[config.mk]
export PLATFORM = sky130hd
export DESIGN_NAME = alu_seq
export DESIGN_NICKNAME = d
export VERILOG_FILES = /design/src/rtl/alu_pkg.sv /design/src/rtl/alu_mul_iter.sv /design/src/rtl/alu_seq.sv
export SDC_FILE = /design/constraint.sdc
export NUM_CORES = 1
export LEC_CHECK = 0
export CAP_MARGIN = 40
export CORE_ASPECT_RATIO = 1.25
export CORE_MARGIN = 2
export CORE_UTILIZATION = 57
export DETAILED_ROUTE_END_ITERATION = 8
export PLACE_DENSITY_LB_ADDON = 0.05
export SKIP_CTS_REPAIR_TIMING = 1
export SYNTH_ARGS = -nofsm -noshare
export SYNTH_HDL_FRONTEND = slang
export SYNTH_SLANG_ARGS = --single-unit
[constraint.sdc]
create_clock -name clk -period 4.6 [get_ports clk]
set_clock_uncertainty 0.2 [all_clocks]
set_input_delay 1.15 -clock clk [delete_from_list [all_inputs] [get_ports clk]]
set_output_delay 1.15 -clock clk [all_outputs]
set_load 0.01 [all_outputs]
[src/rtl/alu_pkg.sv]
// Shared opcode encodings, PSR flag bit positions and FSM state encoding for alu_seq.
package alu_pkg;

    localparam logic [3:0] OP_ADD  = 4'd0;
    localparam logic [3:0] OP_ADDU = 4'd1;
    localparam logic [3:0] OP_ADDC = 4'd2;
    localparam logic [3:0] OP_SUB  = 4'd3;
    localparam logic [3:0] OP_CMP  = 4'd4;
    localparam logic [3:0] OP_AND  = 4'd5;
    localparam logic [3:0] OP_OR   = 4'd6;
    localparam logic [3:0] OP_XOR  = 4'd7;
    localparam logic [3:0] OP_NOT  = 4'd8;
    localparam logic [3:0] OP_LSH  = 4'd9;
    localparam logic [3:0] OP_RSH  = 4'd10;
    localparam logic [3:0] OP_ARSH = 4'd11;
    localparam logic [3:0] OP_MUL  = 4'd12;
    localparam logic [3:0] OP_NOP  = 4'd15;

    localparam int FZ = 4;
    localparam int FC = 3;
    localparam int FF = 2;
    localparam int FL = 1;
    localparam int FN = 0;

    localparam logic [0:0] ST_IDLE = 1'b0;
    localparam logic [0:0] ST_MUL  = 1'b1;

    typedef logic [4:0] flags_t;

    function automatic flags_t pack_flags(input logic z, input logic c, input logic f,
                                          input logic l, input logic n);
        flags_t p;
        p     = '0;
        p[FZ] = z;
        p[FC] = c;
        p[FF] = f;
        p[FL] = l;
        p[FN] = n;
        return p;
    endfunction

endpackage

[src/rtl/alu_mul_iter.sv]
// Iterative shift-add multiplier: one partial product per cycle, WIDTH cycles per product.
module alu_mul_iter #(
    parameter int WIDTH = 16,
    parameter int CW    = $clog2(WIDTH)
) (
    input  logic                 clk,
    input  logic                 reset,
    input  logic                 start,
    input  logic [WIDTH-1:0]     mcand,
    input  logic [WIDTH-1:0]     mplier,
    output logic                 last,
    output logic [2*WIDTH-1:0]   product_next
);

    logic [WIDTH-1:0]   mcand_q;
    logic [WIDTH-1:0]   mplier_q;
    logic [2*WIDTH-1:0] acc;
    logic [2*WIDTH-1:0] addend;
    logic [CW-1:0]      cnt;
    logic               busy;

    assign addend       = mcand_q[cnt] ? ({{WIDTH{1'b0}}, mplier_q} << cnt) : '0;
    assign last         = busy && (cnt == CW'(WIDTH - 1));
    // The final partial sum is exposed combinationally so the owner can
    // capture the finished product on the same edge as the last step.
    assign product_next = acc + addend;

    always_ff @(posedge clk or posedge reset) begin
        if (reset) begin
            mcand_q  <= '0;
            mplier_q <= '0;
            acc      <= '0;
            cnt      <= '0;
            busy     <= 1'b0;
        end else if (start) begin
            mcand_q  <= mcand;
            mplier_q <= mplier;
            acc      <= '0;
            cnt      <= '0;
            busy     <= 1'b1;
        end else if (busy) begin
            acc <= product_next;
            if (last) begin
                busy <= 1'b0;
                cnt  <= '0;
            end else begin
                cnt <= cnt + 1'b1;
            end
        end
    end

endmodule

[src/rtl/alu_seq.sv]
// Registered ALU with persistent PSR flags and an iterative multiplier behind
// a valid/ready handshake; sits between register-file reads and writeback.
module alu_seq
    import alu_pkg::*;
#(
    parameter int WIDTH = 16,
    parameter int SHW   = $clog2(WIDTH)
) (
    input  logic             clk,
    input  logic             reset,
    input  logic             in_valid,
    output logic             in_ready,
    input  logic [3:0]       opcode,
    input  logic [WIDTH-1:0] a,
    input  logic [WIDTH-1:0] b,
    output logic [WIDTH-1:0] result,
    output logic             out_valid,
    output logic [4:0]       flags
);

    localparam int M = WIDTH - 1;

    logic [0:0]         state;
    logic               accept;
    logic               mul_start;
    logic               mul_last;
    logic [2*WIDTH-1:0] mul_prod;
    logic [WIDTH-1:0]   mul_lo;
    logic               mul_c;

    logic [SHW-1:0]     sh;
    logic [WIDTH:0]     add_w;
    logic [WIDTH:0]     addc_w;
    logic [WIDTH:0]     sub_w;
    logic [WIDTH:0]     lsh_w;
    logic [WIDTH:0]     rsh_w;
    logic [WIDTH:0]     arsh_w;
    logic               ovf_add;
    logic               ovf_addc;
    logic               ovf_sub;

    logic [WIDTH-1:0]   op_r;
    logic               op_c;
    logic               op_f;
    logic               op_upd;
    logic [WIDTH-1:0]   alu_res;
    logic [4:0]         alu_flags;

    assign in_ready  = (state == ST_IDLE);
    assign accept    = in_valid & in_ready;
    assign mul_start = accept && (opcode == OP_MUL);

    assign sh     = b[SHW-1:0];
    assign add_w  = {1'b0, a} + {1'b0, b};
    assign addc_w = add_w + {{WIDTH{1'b0}}, flags[FC]};
    assign sub_w  = {1'b0, a} - {1'b0, b};
    // Shifts run one bit wider so the last bit shifted out lands in a fixed
    // position; an amount of zero naturally yields carry 0.
    assign lsh_w  = {1'b0, a} << sh;
    assign rsh_w  = {a, 1'b0} >> sh;
    assign arsh_w = $signed({a, 1'b0}) >>> sh;

    assign ovf_add  = (a[M] == b[M]) && (add_w[M]  != a[M]);
    assign ovf_addc = (a[M] == b[M]) && (addc_w[M] != a[M]);
    assign ovf_sub  = (a[M] != b[M]) && (sub_w[M]  != a[M]);

    always_comb begin
        op_r      = '0;
        op_c      = 1'b0;
        op_f      = 1'b0;
        op_upd    = 1'b1;
        alu_res   = result;
        alu_flags = flags;
        case (opcode)
            OP_ADD:  begin op_r = add_w[M:0];  op_f = ovf_add; end
            OP_ADDU: begin op_r = add_w[M:0];  op_c = add_w[WIDTH]; end
            OP_ADDC: begin op_r = addc_w[M:0]; op_c = addc_w[WIDTH]; op_f = ovf_addc; end
            OP_SUB:  begin op_r = sub_w[M:0];  op_c = sub_w[WIDTH];  op_f = ovf_sub; end
            OP_AND:  op_r = a & b;
            OP_OR:   op_r = a | b;
            OP_XOR:  op_r = a ^ b;
            OP_NOT:  op_r = ~a;
            OP_LSH:  begin op_r = lsh_w[M:0];      op_c = lsh_w[WIDTH]; end
            OP_RSH:  begin op_r = rsh_w[WIDTH:1];  op_c = rsh_w[0]; end
            OP_ARSH: begin op_r = arsh_w[WIDTH:1]; op_c = arsh_w[0]; end
            default: op_upd = 1'b0;
        endcase
        if (opcode == OP_CMP) begin
            alu_res   = '0;
            alu_flags = pack_flags(a == b, 1'b0, 1'b0, a < b, $signed(a) < $signed(b));
        end else if (op_upd) begin
            alu_res   = op_r;
            alu_flags = pack_flags(op_r == '0, op_c, op_f, 1'b0, 1'b0);
        end
    end

    alu_mul_iter #(
        .WIDTH (WIDTH),
        .CW    (SHW)
    ) u_mul (
        .clk          (clk),
        .reset        (reset),
        .start        (mul_start),
        .mcand        (a),
        .mplier       (b),
        .last         (mul_last),
        .product_next (mul_prod)
    );

    assign mul_lo = mul_prod[M:0];
    assign mul_c  = |mul_prod[2*WIDTH-1:WIDTH];

    always_ff @(posedge clk or posedge reset) begin
        if (reset) begin
            state     <= ST_IDLE;
            result    <= '0;
            flags     <= '0;
            out_valid <= 1'b0;
        end else begin
            out_valid <= 1'b0;
            case (state)
                ST_IDLE: begin
                    if (accept) begin
                        if (opcode == OP_MUL) begin
                            state <= ST_MUL;
                        end else begin
                            result    <= alu_res;
                            flags     <= alu_flags;
                            out_valid <= 1'b1;
                        end
                    end
                end
                ST_MUL: begin
                    if (mul_last) begin
                        state     <= ST_IDLE;
                        result    <= mul_lo;
                        flags     <= pack_flags(mul_lo == '0, mul_c, 1'b0, 1'b0, 1'b0);
                        out_valid <= 1'b1;
                    end
                end
                default: state <= ST_IDLE;
            endcase
        end
    end

endmodule

==> reports/qor.yml <==
grt:
  grt_max_degree: 64
  grt.overflow.total: 0
  grt_pass1_wl_mm: 70.2
  grt_use_total_pct: 41.8
  grt_pass1_vias: 13085
  antenna_found_initial: 1
floorplanning:
  coreArea_um2: 20100
  initial_core_util_pct: 58.1
  dieHeight_um: 164
  die_area_um2: 21700
  die_w_um: 132
  ioPinCount: 62
  std_cell_rows: 58
timing:
  final-max-slew-violation-count: 0
  timing.fmax_mhz: 200
  max_slew.worst_pin.slew_ns: 0.995
  setup_viol: 2
  max-slew-margin-rel_pct: 33.1
  finalCritPeriodShare_pct: 109
  period_needed_ns: 5.00
  hold_viol: 0
  tns_ns: -0.625
  rsz0062_at_grt: "yes"
  layout_setup_ws_ns: -0.402
critical_path:
  cp-start-kind: "register"
  arrival_ns: 5.03
  crit_type: "reg2reg"
  path_cells: "buf_12, buf_4, mux2_2, nand2_1, nor2_1, a21oi_1, and2_1, a211oi_1, ha_1, a21o_1, a31o_1, nor3_2, a211o_1, o21ai_2, a221oi_2, xnor2_1, or4b_4, o31ai_4, o211ai_1"
  rrSetupSlack_ns: -0.40
  crit_fanout: 7
  required_ns: 4.62
  critical-path-slowest-cell: "or4b_4"
  reg2reg_depth: 19
  cp-end-kind: "register"
  critPathMaxStageDelay_ns: 0.59
pwr:
  ir_drop_mv: 0.317
  p_total_w: 0.00791
  cellPowerDensity_nw_per_um2: 502
  p_int_w: 0.00427
  sequentialPowerShare_pct: 18.5
  clock_power_share_pct: 9.6
  p_comb_share_pct: 71.8
  p_sw_w: 0.00364
  switching_share_pct: 46.0
  p_leak_nw: 7.12
drt:
  firstDrtPassIters: 6
  drt_wl_total_mm: 47.7
  viasPerCell: 6.59
  ant_nets: 0
  first_iter_violations: 1553
  highest_layer: "met4"
  m1WireLength_mm: 16.4
  wl_met2_mm: 23.3
  vias: 13596
  wl_per_cell_um: 23.1
  drc: 0
  met3_wirelength_mm: 3.44
placement:
  buffer_ports.inserted: 61
  dp_hpwl_mm: 36.3
  gp_congestion: 1.07
  dp_cells: 2027
cells_and_area:
  final_util_pct: 78.3
  fillerInstances: 1429
  nNetsFinal: 1911
  syn_to_final_growth_pct: 34.9
  multi_input_area_um2: 9110
  drive_gt1_share_pct: 29.1
  seq_area_um2: 2300
  instances_no_fill: 2062
synth:
  synth.top_cell.area_share_pct: 19.7
  syn_area_um2: 11700
  post-synth-top-count-cell: "nor2_1"
  synthTopCellsByArea: "dfrtp_1, ha_1, mux4_2"
  yosysWarnings: 0
  synth.largest_area_cell: "dfrtp_1"
  syn_avg_cell_area_um2: 7.92
  synth.distinct_cells: 94
  synth_edf_count: 0
  synth_ff_type: "dfrtp_1"
  syn_inst: 1475
  synth-async-reset-ratio_pct: 100
  syn_nets: 1600
  synthTopCellsByCount: "nor2_1, nand2_1, dfrtp_1, o21ai_0, a21oi_1"
  yosysSeqAreaShare_pct: 19.7
  ys_ff_latch: 92
clock_network:
  cts_tree: "yes"
  cts_htree_levels: 3
  clk-insertion-delay-late_ns: 0.35
  cts.clk_slew.worst_paths_ns: 0.07
  cts_buffers: 9
  clock-sinks: 92
  clockBufferDepth: 2
  cts_root_buf: "clkbuf_16"
job:
  maxCapViolations: 0
worst_hold_path:
  min_path_type: "reg2reg"
  worst_hold_path.num_cells: 2
outcome:
  violations: "negative setup slack"
  status: "finished, violations left"
-- cells in the final DEF, fill, tap and decap left out, drive strengths merged, types with 15 or more instances in the layout --
cell type,n
a211oi,42
o21ai,104
xnor2,50
o211ai,18
a21o,23
dfrtp,92
ha,83
buf,350
nand2,147
nand3,38
mux2i,62
clkdlybuf4s50,54
nor3,32
a21oi,85
mux2,15
nor2,172
mux4,40
inv,70
a22oi,15
-- state kept, by name, summed over array words and instances, names as in the netlist --
| name | flops |
|---|---|
| flags | 5 |
| out_valid | 1 |
| result | 16 |
| state | 1 |
| u_mul.acc | 32 |
| u_mul.busy | 1 |
| u_mul.cnt | 4 |
| u_mul.mcand_q | 16 |
| u_mul.mplier_q | 16 |
-- worst paths after layout --
kind,from,endpoint
min in group asynchronous,reset,u_mul.mcand_q[12]$_DFFE_PP0P_
max,u_mul.cnt[0]$_DFFE_PP0P_,flags[3]$_DFFE_PP0P_
min,u_mul.mcand_q[15]$_DFFE_PP0P_,u_mul.mcand_q[15]$_DFFE_PP0P_
min reg2reg,u_mul.mcand_q[15]$_DFFE_PP0P_,u_mul.mcand_q[15]$_DFFE_PP0P_
max in group asynchronous,reset,flags[1]$_DFFE_PP0P_
max reg2reg,u_mul.cnt[0]$_DFFE_PP0P_,flags[3]$_DFFE_PP0P_
-- critical path: cells and delay by family, from the launching register on --
family | cells | cell delay (ns)
AO/OA/AOI/OAI | 9 | 1.88
XOR/XNOR | 1 | 0.14
adder cells (fa/ha/maj) | 1 | 0.35
buffers and inverters | 2 | 0.30
flip-flops | 1 | 0.50
multiplexers | 1 | 0.21
AND/OR/NAND/NOR | 5 | 1.28
-- metal layers --
layer | up-vias | track usage [%]
met4 | 0 | 33.6
met2 | 824 | 73.7
met5 | - | 0
li1 | 6063 | -
met1 | 6442 | 45.2
met3 | 267 | 5.62
-- through the flow --
| step | setup slack, ns | hold WS (ns) | instance area, um2 |
|---|---|---|---|
| after floorplan | -0.00135 | 0.245 | 11700 |
| after global placement | -0.787 | 0.256 | 14800 |
| after detailed placement | -0.897 | 0.266 | 14800 |
| after CTS | -0.930 | 0.281 | 15100 |
| after global routing | -0.525 | 0.303 | 15700 |
| final | -0.402 | 0.280 | 15700 |
-- final cells by class --
| type | instances | area share (%) |
|---|---|---|
| multi-input combinational | 1202 | 57.9 |
| timing repair buffer | 411 | 21.7 |
| sequential | 92 | 14.6 |
| tap | 270 | 2.15 |
| inverter | 70 | 1.68 |
| clock buffer | 10 | 1.45 |
| clock inverter | 6 | 0.453 |
| antenna | 1 | 0.0159 |
-- power groups by stage --
| stage | combinational, W | sequential [W] | clock [W] |
|---|---|---|---|
| finish | 0.00568 | 0.00147 | 0.000763 |
| global route | 0.00606 | 0.00149 | 0.000792 |
| CTS | 0.00509 | 0.00143 | 0.000760 |
| detailed placement | 0.00502 | 0.00143 | 0 |
| global placement | 0.00489 | 0.00141 | 0 |
| floorplan | 0.00298 | 0.00137 | 0 |
-- cell families (layout without fill, tap and decap cells) --
family | after synthesis | in the layout | synth area share (%)
buffers and inverters | 181 | 497 | 6.25
and+or+nand+nor | 509 | 509 | 20.4
xor gates and xnor gates | 61 | 61 | 4.58
muxes | 117 | 117 | 14.5
adders and majority gates | 86 | 86 | 9.41
DFF | 92 | 92 | 19.7
other | 0 | 1 | 0
AOI/OAI and AO/OA | 429 | 429 | 25.1
(Power assumes the default switching activity.)
